### config.mk
export PLATFORM = sky130hd
export DESIGN_NAME = wb_seq_ctrl
export DESIGN_NICKNAME = d
export VERILOG_FILES = /design/src/rtl/wb_seq_ctrl.sv
export SDC_FILE = /design/constraint.sdc
export NUM_CORES = 1
export LEC_CHECK = 0
export CORE_ASPECT_RATIO = 1.25
export CORE_UTILIZATION = 30
export CTS_CLUSTER_SIZE = 16
export DETAILED_ROUTE_END_ITERATION = 8
export GPL_TIMING_DRIVEN = 0
export SKIP_LAST_GASP = 1
export SLEW_MARGIN = 20
export SYNTH_ARGS = -nofsm -noshare
export SYNTH_HDL_FRONTEND = slang
export SYNTH_SLANG_ARGS = --single-unit
### constraint.sdc
create_clock -name clk -period 2.25 [get_ports clk]
set_input_delay 0.3375 -clock clk [delete_from_list [all_inputs] [get_ports clk]]
set_output_delay 0.3375 -clock clk [all_outputs]
set_load 0.05 [all_outputs]
### src/rtl/wb_seq_ctrl.sv
// ---------------------------------------------------------------------------
// wb_seq_ctrl
// Writeback sequencing controller. It accepts one retiring instruction at a
// time, waits for the data-memory response when the instruction is a load,
// and then drives the register-file write for exactly one cycle. A load that
// gets no response within TIMEOUT wait cycles is aborted with an error pulse.
//
// Ports
//   clk, rst            single clock, synchronous active-high reset
//   instr_valid_i       retiring instruction presented
//   ready_o             controller idle, accepts an instruction this cycle
//   wb_en_i             instruction writes rd
//   wb_src_i            writeback source: 00 ALU, 01 load, 10 PC-link, 11 LUI
//   rd_addr_i           destination register
//   mem_rsp_valid_i     load response valid
//   mem_rsp_data_i      load response data
//   mem_rsp_ready_o     controller accepts a load response
//   rd_select_o         register-file mux select (wb_src encoding)
//   load_o              load-path select to the register-file mux
//   load_data_o         captured load data
//   reg_we_o            register-file write enable
//   reg_waddr_o         register-file write address
//   retire_o            one-cycle pulse when writeback completes
//   err_o               one-cycle pulse on load timeout
// ---------------------------------------------------------------------------
module wb_seq_ctrl #(
  parameter int TIMEOUT = 15
) (
  input  logic        clk,
  input  logic        rst,
  input  logic        instr_valid_i,
  output logic        ready_o,
  input  logic        wb_en_i,
  input  logic [1:0]  wb_src_i,
  input  logic [4:0]  rd_addr_i,
  input  logic        mem_rsp_valid_i,
  input  logic [31:0] mem_rsp_data_i,
  output logic        mem_rsp_ready_o,
  output logic [1:0]  rd_select_o,
  output logic        load_o,
  output logic [31:0] load_data_o,
  output logic        reg_we_o,
  output logic [4:0]  reg_waddr_o,
  output logic        retire_o,
  output logic        err_o
);

  typedef enum logic [1:0] {
    IDLE,
    WAIT_MEM,
    WRITE,
    ERR
  } state_e;

  localparam logic [1:0] SRC_LOAD = 2'b01;
  // Last wait cycle index; reaching it without a response aborts the load.
  localparam logic [7:0] WAIT_LAST = 8'(TIMEOUT - 1);

  state_e      state_q, state_d;
  logic [7:0]  waitCnt_q, waitCnt_d;
  logic        wbEn_q;
  logic [1:0]  wbSrc_q;
  logic [4:0]  rd_q;
  logic [31:0] loadData_q;

  logic accept;
  logic rspAccept;

  assign accept    = instr_valid_i && (state_q == IDLE);
  assign rspAccept = mem_rsp_valid_i && (state_q == WAIT_MEM);

  // State register and wait counter.
  always_ff @(posedge clk) begin
    if (rst) begin
      state_q   <= IDLE;
      waitCnt_q <= 8'd0;
    end else begin
      state_q   <= state_d;
      waitCnt_q <= waitCnt_d;
    end
  end

  // Instruction fields are captured only on acceptance, so later input
  // changes are invisible; load data is captured only on an accepted response.
  always_ff @(posedge clk) begin
    if (rst) begin
      wbEn_q     <= 1'b0;
      wbSrc_q    <= 2'b00;
      rd_q       <= 5'd0;
      loadData_q <= 32'd0;
    end else begin
      if (accept) begin
        wbEn_q  <= wb_en_i;
        wbSrc_q <= wb_src_i;
        rd_q    <= rd_addr_i;
      end
      if (rspAccept) begin
        loadData_q <= mem_rsp_data_i;
      end
    end
  end

  // Next-state logic. A response in the final wait cycle still wins over
  // the timeout.
  always_comb begin
    state_d   = state_q;
    waitCnt_d = waitCnt_q;
    unique case (state_q)
      IDLE: begin
        if (accept) begin
          if (wb_src_i == SRC_LOAD) begin
            state_d   = WAIT_MEM;
            waitCnt_d = 8'd0;
          end else begin
            state_d = WRITE;
          end
        end
      end
      WAIT_MEM: begin
        if (mem_rsp_valid_i) begin
          state_d = WRITE;
        end else if (waitCnt_q == WAIT_LAST) begin
          state_d = ERR;
        end else begin
          waitCnt_d = waitCnt_q + 8'd1;
        end
      end
      WRITE:   state_d = IDLE;
      ERR:     state_d = IDLE;
      default: state_d = IDLE;
    endcase
  end

  // Output logic. The mux controls follow the latched instruction for as
  // long as it is in flight and fall back to zero in IDLE.
  always_comb begin
    ready_o         = 1'b0;
    mem_rsp_ready_o = 1'b0;
    retire_o        = 1'b0;
    err_o           = 1'b0;
    reg_we_o        = 1'b0;
    rd_select_o     = 2'b00;
    load_o          = 1'b0;
    reg_waddr_o     = 5'd0;
    load_data_o     = loadData_q;
    if (state_q == IDLE) begin
      ready_o = 1'b1;
    end else begin
      rd_select_o = wbSrc_q;
      load_o      = (wbSrc_q == SRC_LOAD);
      reg_waddr_o = rd_q;
    end
    if (state_q == WAIT_MEM) begin
      mem_rsp_ready_o = 1'b1;
    end
    if (state_q == WRITE) begin
      retire_o = 1'b1;
      reg_we_o = wbEn_q && (rd_q != 5'd0);
    end
    if (state_q == ERR) begin
      err_o = 1'b1;
    end
  end

endmodule

== Yosys cells after proc, flatten, opt, wreduce, memory -nomap -nowiden ==
Index checks and enable logic that the tools add are counted.
Operators by class
  add/sub/neg operators: 1
  $mul: 0
  divide/modulo/power cells: 0
  order comparisons: 0
  eq/ne operators: 11
  shifts and indexed selects: 0
  mux-type cells: 18
  bitwise logic cells: 0
  reduce and logical (&&, ||, !) cells: 9
Operators with widths (number)
  $mux 8: 4
  $pmux 8 s2: 1
  $mux 2: 5
  $add 8x1->8 const B: 1
  $eq 8x4->1 const B: 1
  $eq 2x1->1 const B: 3
  $mux 1: 6
  $ne 2x2->1 const B: 3
  $pmux 2 s3: 1
  $mux 5: 1
  $reduce_and 5->1: 1
  $reduce_bool 5->1: 1
  $eq 2x2->1 const B: 2
  $logic_and 1x1->1: 3
  $ne 3x2->1 const B: 1
  $logic_not 2->1: 1
  $ne 2x1->1 const B: 1
  $reduce_and 2->1: 1
  $reduce_bool 2->1: 1
  $reduce_or 2->1: 1
Storage, ports and cells
  flip-flop bits (word level): 50
  latch bits: 0
  RAM bits: 0
  bits in read-only memories: 0
  input port bits: 44
  output and inout port bits: 45
  logic and storage cells: 45
  memories kept: 0

== Depth between registers and ports, before layout ==
Gate-level depths: netlist of run 1.
  depth in word-level cells: 4
  gate-level depth with buffers: 8

== Worst setup path before layout of run 1 ==
Ideal clock, no wire load.
  kind: flip-flop to output port
  start: register state_q[0]
  end: output load_o
  arrival time: 2.152 ns
  data required time: 1.913 ns
  setup slack: -0.239 ns
  cell stages (with the launch flop): 4
  buffers on the path: 0
  cell sequence: dfxtp_1 nor2_2 nor2b_1 nor2b_1
Between the ends
  word-level cells in the longest chain between the ends: 2
Ends and longest elaborated chain
  start: declaration: RTL line 59  | state_e state_q, state_d;
  start signal: assignment: RTL line 78  | state_q <= state_d;
  $logic_not 2->1: RTL line 146  | if (state_q == IDLE) begin
  $mux 1: RTL line 146
  end: declaration: RTL line 40  | output logic load_o,
Every way passes these cells.

== Final worst setup path of run 1 ==
  start: register state_q[1]
  end: output reg_waddr_o[3]
Between the ends
  word-level cells in the longest chain between the ends: 2
Ends and longest elaborated chain
  $logic_not 2->1: RTL line 146
  $mux 5: RTL line 146
  end: declaration: RTL line 43  | output logic [4:0] reg_waddr_o,
Every way passes these cells.

==> results of run 1 <==
## critical path, stage by stage, from the launching register on
cell	delay (ns)
dfxtp_1	0.37
nor2_2	0.35
nor2b_1	0.09
clkdlybuf4s50_1	0.71
## power breakdown
part	switching, mW	leakage, nW	internal (mW)
Sequential	0.0125	0.405	0.903
Clock	0.287	0.0362	0.213
Combinational	0.131	0.700	0.120
Total	0.430	1.14	1.24
## kinds of logic (layout without fill, tap and decap cells)
kind of cell    Yosys count  in the layout
compound gates           60             60
fa+ha+maj                 2              2
buf+inv                  18            113
flops                    50             50
simple gates            129            129
## synthesized netlist by cell type (2+ instances only)
master	number	area share, %
nand2_1	84	15
nor2b_1	11	3.3
nor2_1	8	1.4
dfxtp_1	50	48
nor3_1	3	0.72
nand3_1	3	0.72
nand2b_1	7	2.1
ha_1	2	1.2
buf_2	7	1.7
clkbuf_1	5	0.90
inv_1	2	0.36
o21ai_0	2	0.48
a21oi_1	47	11
o2bb2ai_1	3	1.3
buf_6	3	1.6
and2_1	3	0.90
## worst paths after layout
check                              startpoint                     endpoint  slack, ns  cells after the start
setup reg to reg    waitCnt_q[1]$_SDFFE_PP0P_    waitCnt_q[5]$_SDFFE_PP0P_       0.56                      5
hold / removal    load_data_o[9]$_SDFFE_PP0P_  load_data_o[9]$_SDFFE_PP0P_       0.46                      2
hold reg to reg   load_data_o[9]$_SDFFE_PP0P_  load_data_o[9]$_SDFFE_PP0P_       0.46                      2
setup / recovery      state_q[1]$_SDFFE_PP0P_               reg_waddr_o[3]       0.11                      3
## sequential cells by signal, summed over array words and instances (netlist names)
signal and flops:
state_q 2, wbEn_q 1, rd_q 5, waitCnt_q 8, wbSrc_q 2, load_data_o 32
## per-layer routing
layer  up-vias  share of wire, %  global-route usage (%)
li1       1047                 -                       -
met2        67                47                    25.5
met3         7               6.1                    3.73
met4         0               2.2                    6.89
met1       891                45                    18.1
met5         -                 0                       0
## cell type report
class	instances	area share, %
flip-flops and latches	50	31.6
multi-input cells	191	31.2
repair buffers	88	28.0
well taps	87	3.44
plain buffers	15	2.77
clock buffers	5	2.17
clock inverters	2	0.474
inverters	3	0.356
## repair_timing
item                                    in CTS  in global routing
endpoints found under the hold margin        0                  0
endpoints found under the setup margin       4                  4
gates resized for setup                      4                  4
setup buffers                                0                  0
==> run_results.csv, run 1 <==
group,metric,value,unit
setup_path,start_kind,"flop",
global_routing,grt_pass1_wl,8780,um
placement,place_inst,434,
synthesis,synthCells,259,
die,die_area,0.00728,mm^2
synthesis,syn_area_per_cell,8.04,um^2
placement,place_congestion,0.803,
die,start_util,31.3,%
synthesis,ys_seq_area_share,48.1,%
drt,via_count,2012,
timing,setup_viol,0,
timing,relSlewSlack,64.0,%
layout,post-route-util,47.6,%
status,status,"complete, no violations",
drt,ant_nets,0,
cts,cts_hold_buf,0,
synthesis,synth_ff_type,"dfxtp_1",
cts,ctsHtreeMaxLevel,2,
drt,drt_first_pass_iters,5,
cts,cts_tree,"done",
setup_path,end_kind,"output pin",
setup_path,path_class,"reg2out",
synthesis,yosys_warnings,0,
die,ios,89,
layout,stdcell_count,441,
timing,clock.fmax,0.467,GHz
timing,fin_crit_sh,95.2,%
drt,remaining_drc_errors,0,
synthesis,synth_edf_count,0,
cts,clock_sinks,50,
timing,final.setup.worst_slack,0.107,ns
synthesis,synth.mux.area_fraction,0,%
cts,cts_root_buffer,"clkbuf_8",
cts,worstSkewPairLatency,0.30,ns
drt,drtIter0Drc,46,
timing,worst_slew_pin_slew,0.539,ns
layout,final_common_cell,"nand2_1",
setup_path,crit_fanout,10,
placement,dp_hpwl,3860,um
timing,clock_skew,0.00571,ns
synthesis,synth.cell_area,0.00208,mm^2
timing,post-route-min-period,2.14,ns
power_and_ir_drop,peakVddDrop,0.000220,V
drt,wirelength,5240,um
synthesis,synth_compound_area_share,16.9,%
worst_hold_path,hold_class,"reg2reg",
die,row_count,33,
drt,vias_per_cell,4.56,
global_routing,antenna_found_initial,0,
power_and_ir_drop,leakagePower,1.14,nW
layout,drive_gt1_share,7.91,%
layout,areaGrowthSynthToFinish,52.1,%
placement,placed_area,0.00308,mm^2
global_routing,grt_pass1_vias,1923,
synthesis,synth.ff_latch_count,50,
layout,stdcell_area,0.00317,mm^2
layout,seq_area,0.00100,mm^2
timing,rsz0062_at_grt,"no",
die,die_x,76.5,um
synthesis,async_flop_share,0,%
synthesis,yosys.area_share.adder,1.20,%
timing,hold_ws,0.456,ns
timing,final-max-slew-violation-count,0,
power_and_ir_drop,power,1.67,mW
global_routing,grt_start_max_net_pins,16,
synthesis,ys_types,35,
layout,n_antenna_cell,0,
synthesis,synth-xor-area-share,0,%
timing,setup-tns-final,0,ns
power_and_ir_drop,p_per_area,526,mW/mm^2
global_routing,grtUsageTotal,15.1,%
setup_path,crit_required,1.91,ns
layout,layout_common_cells,"nand2_1 (84), clkdlybuf4s50_1 (80), dfxtp_1 (50), a21oi_1 (46), nor2b_1 (10)",
placement,port_buffers,88,
cts,numCtsBuffers,5,
synthesis,syn-num-nets,305,
cts,cts.reportedPaths.clkPinSlew,0.09,ns
flow_run,cap_violations,0,
setup_path,cp_data_arrival_time,1.81,ns
synthesis,yosys.area_share.simple,29.1,%
die,coreArea,0.00665,mm^2
layout,multi_input_area,988,um^2
timing,hold_violations,0,
layout,fin_nets,400,
placement,dp_worst_setup_slack,0.0824,ns
layout,n_fill_cell,658,
drt,wire_per_inst,11.9,um
synthesis,synth_top_family_by_area,"simple AND/OR/NAND/NOR gates",
die,die_h,95.1,um
global_routing,overflow,0,
cts,cts_buffer_depth,2,
(Power assumes the default switching activity.)
==> inputs of run 2 (changes only) <==
--- a/config.mk
+++ b/config.mk
@@ -6,10 +6,13 @@
 export NUM_CORES = 1
 export LEC_CHECK = 0
 export CORE_ASPECT_RATIO = 1.25
-export CORE_UTILIZATION = 30
+export CORE_UTILIZATION = 45
 export CTS_CLUSTER_SIZE = 16
 export DETAILED_ROUTE_END_ITERATION = 8
 export GPL_TIMING_DRIVEN = 0
+export HOLD_SLACK_MARGIN = 0.05
+export PLACE_DENSITY = 0.84
+export REMOVE_ABC_BUFFERS = 1
 export SKIP_LAST_GASP = 1
 export SLEW_MARGIN = 20
 export SYNTH_ARGS = -nofsm -noshare
==> run 2 against run 1 <==
  * Largest power group unchanged
  * Highest routed layer unchanged
  * Global-route usage rose by 5.7 points
  * Flip-flop and latch count did not move
  * Sequential power barely moved
  * Critical path type unchanged
  * Clock power rose by 21%
==> run_results.csv, run 2 (synthesized netlist as in run 1, its figures left out) <==
group,metric,value,unit
setup_path,r2r_start,"state_q[1]$_SDFFE_PP0P_",
global_routing,grt_pass1_wl,8160,um
layout,stdcell_count,399,
setup_path,crit_required,1.91,ns
cts,cts.reportedPaths.clkPinSlew,0.08,ns
cts,ctsHtreeMaxLevel,2,
layout,drive_gt1_share,5.57,%
drt,ant_nets,0,
timing,fin_crit_sh,94.4,%
drt,via_count,1999,
cts,cts_tree,"done",
power_and_ir_drop,peakVddDrop,0.000494,V
power_and_ir_drop,leakagePower,1.09,nW
cts,clock_sinks,50,
status,status,"complete, no violations",
timing,final-max-slew-violation-count,0,
setup_path,cp-startpoint,"state_q[0]$_SDFFE_PP0P_",
global_routing,grt_start_max_net_pins,33,
drt,wl_met3,203,um
setup_path,r2r_cells,5,
die,row_count,27,
drt,drt_first_pass_iters,4,
drt,wirelength_met1,2020,um
cts,cts_hold_buf,0,
setup_path,crit_fanout,10,
drt,wire_per_inst,12.5,um
cts,cts_setup_buffers,0,
power_and_ir_drop,clkPwrFrac,34.2,%
setup_path,end_kind,"output pin",
flow_run,cap_violations,0,
timing,clock_skew,0.00728,ns
power_and_ir_drop,p_seq_share,51.9,%
cts,cts_buffer_depth,2,
drt,wirelength,4970,um
timing,relSlewSlack,59.7,%
placement,place_congestion,0.775,
cts,worstSkewPairLatency,0.29,ns
layout,fin_nets,386,
setup_path,cp-endpoint,"reg_waddr_o[0]",
power_and_ir_drop,switching_share,23.2,%
power_and_ir_drop,p_int,1.35,mW
setup_path,cp_data_arrival_time,1.79,ns
die,die_h,78.1,um
layout,largest_register_ffs,32,
setup_path,start_kind,"flop",
cts,numCtsBuffers,5,
timing,final.setup.worst_slack,0.125,ns
setup_path,reg2reg_slack,0.46,ns
cts,cts_root_buffer,"clkbuf_8",
setup_path,path_class,"reg2out",
layout,n_antenna_cell,0,
layout,stdcell_area,0.00308,mm^2
global_routing,grt_pass1_vias,1831,
timing,hold_ws,0.456,ns
layout,post-route-util,69.7,%
worst_hold_path,hold_class,"reg2reg",
power_and_ir_drop,switching_power,0.409,mW
drt,routed.top_layer,"met4",
die,die_area,0.00490,mm^2
layout,final_common_cell,"nand2_1",
timing,clock.fmax,0.471,GHz
power_and_ir_drop,power,1.76,mW
global_routing,antenna_found_initial,0,
timing,setup-tns-final,0,ns
worst_hold_path,hold_path_depth,2,
timing,rsz0062_at_grt,"no",
placement,placed_area,0.00297,mm^2
drt,vias_per_cell,5.01,
power_and_ir_drop,p_per_area,572,mW/mm^2
drt,remaining_drc_errors,0,
global_routing,overflow,0,
drt,drtIter0Drc,149,
die,die_x,62.8,um
layout,areaGrowthSynthToFinish,48.1,%
setup_path,r2r-end,"load_data_o[8]$_SDFFE_PP0P_",
die,ios,89,
placement,place_inst,391,
timing,worst_slew_pin_slew,0.602,ns
placement,dp_worst_setup_slack,-0.0423,ns
placement,port_buffers,88,
timing,post-route-min-period,2.12,ns
die,start_util,47.0,%
placement,dp_hpwl,3480,um
layout,layout_common_cells,"nand2_1 (83), clkdlybuf4s50_1 (81), dfxtp_1 (50), a21oi_1 (47), nor2b_1 (11)",
timing,setup_viol,0,
timing,hold_violations,0,
layout,n_fill_cell,359,
die,coreArea,0.00443,mm^2
power_and_ir_drop,power_frac_comb,14.0,%
drt,wl_met2,2600,um
global_routing,grtUsageTotal,20.8,%
[run 2: layer usage]
metal / GRT usage, % / vias to the layer above
met3: 3.20 / 12
met1: 23.4 / 899
met2: 37.4 / 68
met4: 10.7 / 0
li1: - / 1020
met5: 0 / -
[run 2: critical path, stage by stage, from the launching register on]
cell and delay [ns]:
dfxtp_1 0.43, nor2_2 0.12, nor2b_1 0.13, clkdlybuf4s50_1 0.81
[run 2: timing repair]
| action | 4_1_cts | 5_1_grt |
|---|---|---|
| endpoints found under the hold margin | 0 | 0 |
| gates cloned | 0 | 0 |
| endpoints found under the setup margin | 3 | 3 |
| resized for setup | 3 | 3 |
| pin swaps | 0 | 0 |
[run 2: final cells by class]
type                       count  area (um^2)  share of cell area, %
sequential                    50         1000                   32.5
timing repair buffer          89          907                   29.4
tap                           58         72.6                   2.35
clock inverter                 1         30.0                  0.974
clock buffer                   7         76.3                   2.47
multi-input combinational    191          986                   32.0
inverter                       3         11.3                  0.365
[run 2: how the worst min path moves through the flow]
stage	from	to	slack, ns
detailed placement	load_data_o[26]$_SDFFE_PP0P_	load_data_o[26]$_SDFFE_PP0P_	0.45
global placement	wbSrc_q[0]$_SDFFE_PP0P_	wbSrc_q[0]$_SDFFE_PP0P_	0.44
global route	load_data_o[22]$_SDFFE_PP0P_	load_data_o[22]$_SDFFE_PP0P_	0.47
CTS	load_data_o[12]$_SDFFE_PP0P_	load_data_o[12]$_SDFFE_PP0P_	0.46
finish	load_data_o[14]$_SDFFE_PP0P_	load_data_o[14]$_SDFFE_PP0P_	0.46
floorplan	rst	waitCnt_q[2]$_SDFFE_PP0P_	0.40
[run 2: power by group through the flow]
stage                     clock [mW]  combinational [mW]  sequential, mW
after floorplan                    0              0.0842           0.960
after global placement             0               0.241           0.935
after detailed placement           0               0.248           0.936
after CTS                      0.621               0.248           0.915
after global routing           0.653               0.262           0.918
final                          0.602               0.246           0.915
==> inputs of run 3 (changes only) <==
--- a/config.mk
+++ b/config.mk
@@ -6,12 +6,12 @@
 export NUM_CORES = 1
 export LEC_CHECK = 0
 export CORE_ASPECT_RATIO = 1.25
-export CORE_UTILIZATION = 45
+export CORE_UTILIZATION = 38
 export CTS_CLUSTER_SIZE = 16
 export DETAILED_ROUTE_END_ITERATION = 8
 export GPL_TIMING_DRIVEN = 0
 export HOLD_SLACK_MARGIN = 0.05
-export PLACE_DENSITY = 0.84
+export PLACE_DENSITY = 0.76
 export REMOVE_ABC_BUFFERS = 1
 export SKIP_LAST_GASP = 1
 export SLEW_MARGIN = 20
==> constraint.sdc (replaced) <==
create_clock -name clk -period 1.82 [get_ports clk]
set_input_delay 0.273 -clock clk [delete_from_list [all_inputs] [get_ports clk]]
set_output_delay 0.273 -clock clk [all_outputs]
set_load 0.05 [all_outputs]
==> run 3 against run 2 <==
  * Critical path type unchanged
  * Largest cell class unchanged
  * Largest power group unchanged
  * Sequential power grew 23%
  * Routed wire length grew 1.9%
  * Clock-buffer cell count shrank 2
==> run_results.csv, run 3 (synthesized netlist as in run 1, its figures left out) <==
group,metric,value,unit
timing,hold_ws,0.384,ns
global_routing,antenna_found_initial,0,
global_routing,overflow,0,
timing,worst_slew_pin_slew,0.605,ns
timing,clock_skew,0.00559,ns
die,coreArea,0.00519,mm^2
setup_path,r2r_cells,5,
global_routing,gr-usage-met1,21.7,%
worst_hold_path,hold_class,"in2reg",
placement,port_buffers,88,
global_routing,grt_start_max_net_pins,38,
setup_path,r2r_start,"waitCnt_q[1]$_SDFFE_PP0P_",
drt,drt_first_pass_iters,4,
global_routing,grt_pass1_wl,8000,um
setup_path,cpLargestDelayFamily,"buffers and inverters",
timing,setup_viol,0,
layout,layout_common_cells,"nand2_1 (83), clkdlybuf4s50_1 (74), dfxtp_1 (50), a21oi_1 (47), nor2b_1 (11)",
layout,largest_register_ffs,32,
timing,setup-tns-final,0,ns
placement,dp_hpwl,3610,um
global_routing,gr-usage-met3,3.67,%
worst_hold_path,min_from,"rst",
global_routing,busiest_layer,"met2",
power_and_ir_drop,power,2.05,mW
setup_path,cp-startpoint,"state_q[0]$_SDFFE_PP0P_",
global_routing,grtUsageTotal,18.0,%
layout,drive_gt1_share,9.71,%
timing,final-max-slew-violation-count,0,
cts,cts_hold_buf,0,
timing,rsz0062_at_grt,"yes",
drt,vias_per_cell,4.92,
layout,stdcell_area,0.00301,mm^2
drt,wirelength,5060,um
timing,post-route-min-period,1.75,ns
cts,cts_setup_buffers,0,
status,status,"complete, no violations",
setup_path,slowest_stage,"dlygate4sd2_1",
worst_hold_path,hold_path_depth,2,
cts,cts_root_buffer,"clkbuf_8",
worst_hold_path,min_to,"load_data_o[18]$_SDFFE_PP0P_",
layout,final_common_cell,"nand2_1",
cts,cts_tree,"done",
placement,place_congestion,0.803,
setup_path,path_cells,"and2_1 > dlygate4sd2_1",
setup_path,reg2reg_slack,0.14,ns
setup_path,r2r-end,"waitCnt_q[5]$_SDFFE_PP0P_",
placement,placed_area,0.00297,mm^2
drt,via_count,1977,
cts,ctsHtreeMaxLevel,2,
setup_path,crit_required,1.55,ns
placement,place_inst,395,
layout,areaGrowthSynthToFinish,44.8,%
cts,worstSkewPairLatency,0.29,ns
flow_run,cap_violations,0,
power_and_ir_drop,peakVddDrop,0.000451,V
timing,relSlewSlack,59.5,%
drt,remaining_drc_errors,0,
setup_path,end_kind,"output pin",
layout,stdcell_count,402,
setup_path,critical_path_depth,2,
timing,clock.fmax,0.571,GHz
global_routing,use_met2,30.9,%
setup_path,crit_fanout,7,
setup_path,path_buf_inv,1,
die,start_util,40.1,%
cts,cts_buffer_depth,2,
setup_path,path_class,"reg2out",
power_and_ir_drop,p_per_area,680,mW/mm^2
cts,ctsResizeCount,23,
die,row_count,29,
drt,wire_per_inst,12.6,um
global_routing,grt_pass1_vias,1759,
layout,n_antenna_cell,0,
setup_path,cpPeakStageDelay,0.53,ns
timing,hold_violations,0,
die,die_area,0.00578,mm^2
die,ios,89,
cts,clock_sinks,50,
layout,fin_nets,386,
drt,ant_nets,0,
cts,cts.reportedPaths.clkPinSlew,0.09,ns
power_and_ir_drop,leakagePower,1.05,nW
setup_path,start_kind,"flop",
cts,numCtsBuffers,5,
die,die_h,84.8,um
timing,fin_crit_sh,96.2,%
die,die_x,68.2,um
setup_path,cp_data_arrival_time,1.48,ns
drt,drtIter0Drc,102,
run 3: cell count changes in the layout (fill, tap and decap cells not counted), sizes merged:
cell           change
clkdlybuf4s50      -7
dlymetal6s2s       -3
dlygate4sd2        -2
buf                +2
bufinv             -1
inv                +1
clkinv             +1
clkdlybuf4s15      +2
clkbuf             +6
run 3: how the worst max path moves through the flow:
stage	slack (ns)	endpoint
final	0.07	err_o
after global placement	-0.93	waitCnt_q[7]$_SDFFE_PP0P_
after CTS	-0.17	load_o
after floorplan	-0.60	load_o
after global routing	-0.05	load_o
after detailed placement	-0.38	load_data_o[23]$_SDFFE_PP0P_
run 3: report_power, final:
part | internal, mW | switching [mW] | total [mW]
clock network | 0.266 | 0.355 | 0.621
logic | 0.140 | 0.159 | 0.299
registers | 1.12 | 0.0152 | 1.13
total | 1.52 | 0.529 | 2.05
run 3: final cells by class:
type                            count  area [um^2]
Clock inverter                      2         13.8
Sequential cell                    50         1000
Fill cell                         492         2170
Multi-Input combinational cell    191          995
Timing Repair Buffer               89          847
Tap cell                           62         77.6
Inverter                            3         11.3
Clock buffer                        5         68.8
run 3: per-stage QoR:
step                worst slack [ns]  utilization, %
floorplan                     -0.605               -
global placement              -0.926            56.9
detailed placement            -0.382            57.2
CTS                           -0.174            58.7
global route                 -0.0475            58.1
finish                        0.0683            58.1
run 3: worst register-to-register path: stages (launching register included):
cell and delay, ns:
dfxtp_1 0.41, ha_1 0.18, or4b_4 0.48, nor3_4 0.18, nor3_2 0.11, a32o_1 0.22
run 3: per-layer routing:
layer	up-vias	part of all wire (%)
met5	-	0
met4	0	1.8
met3	7	5.2
met2	49	52
met1	896	41
li1	1025	-
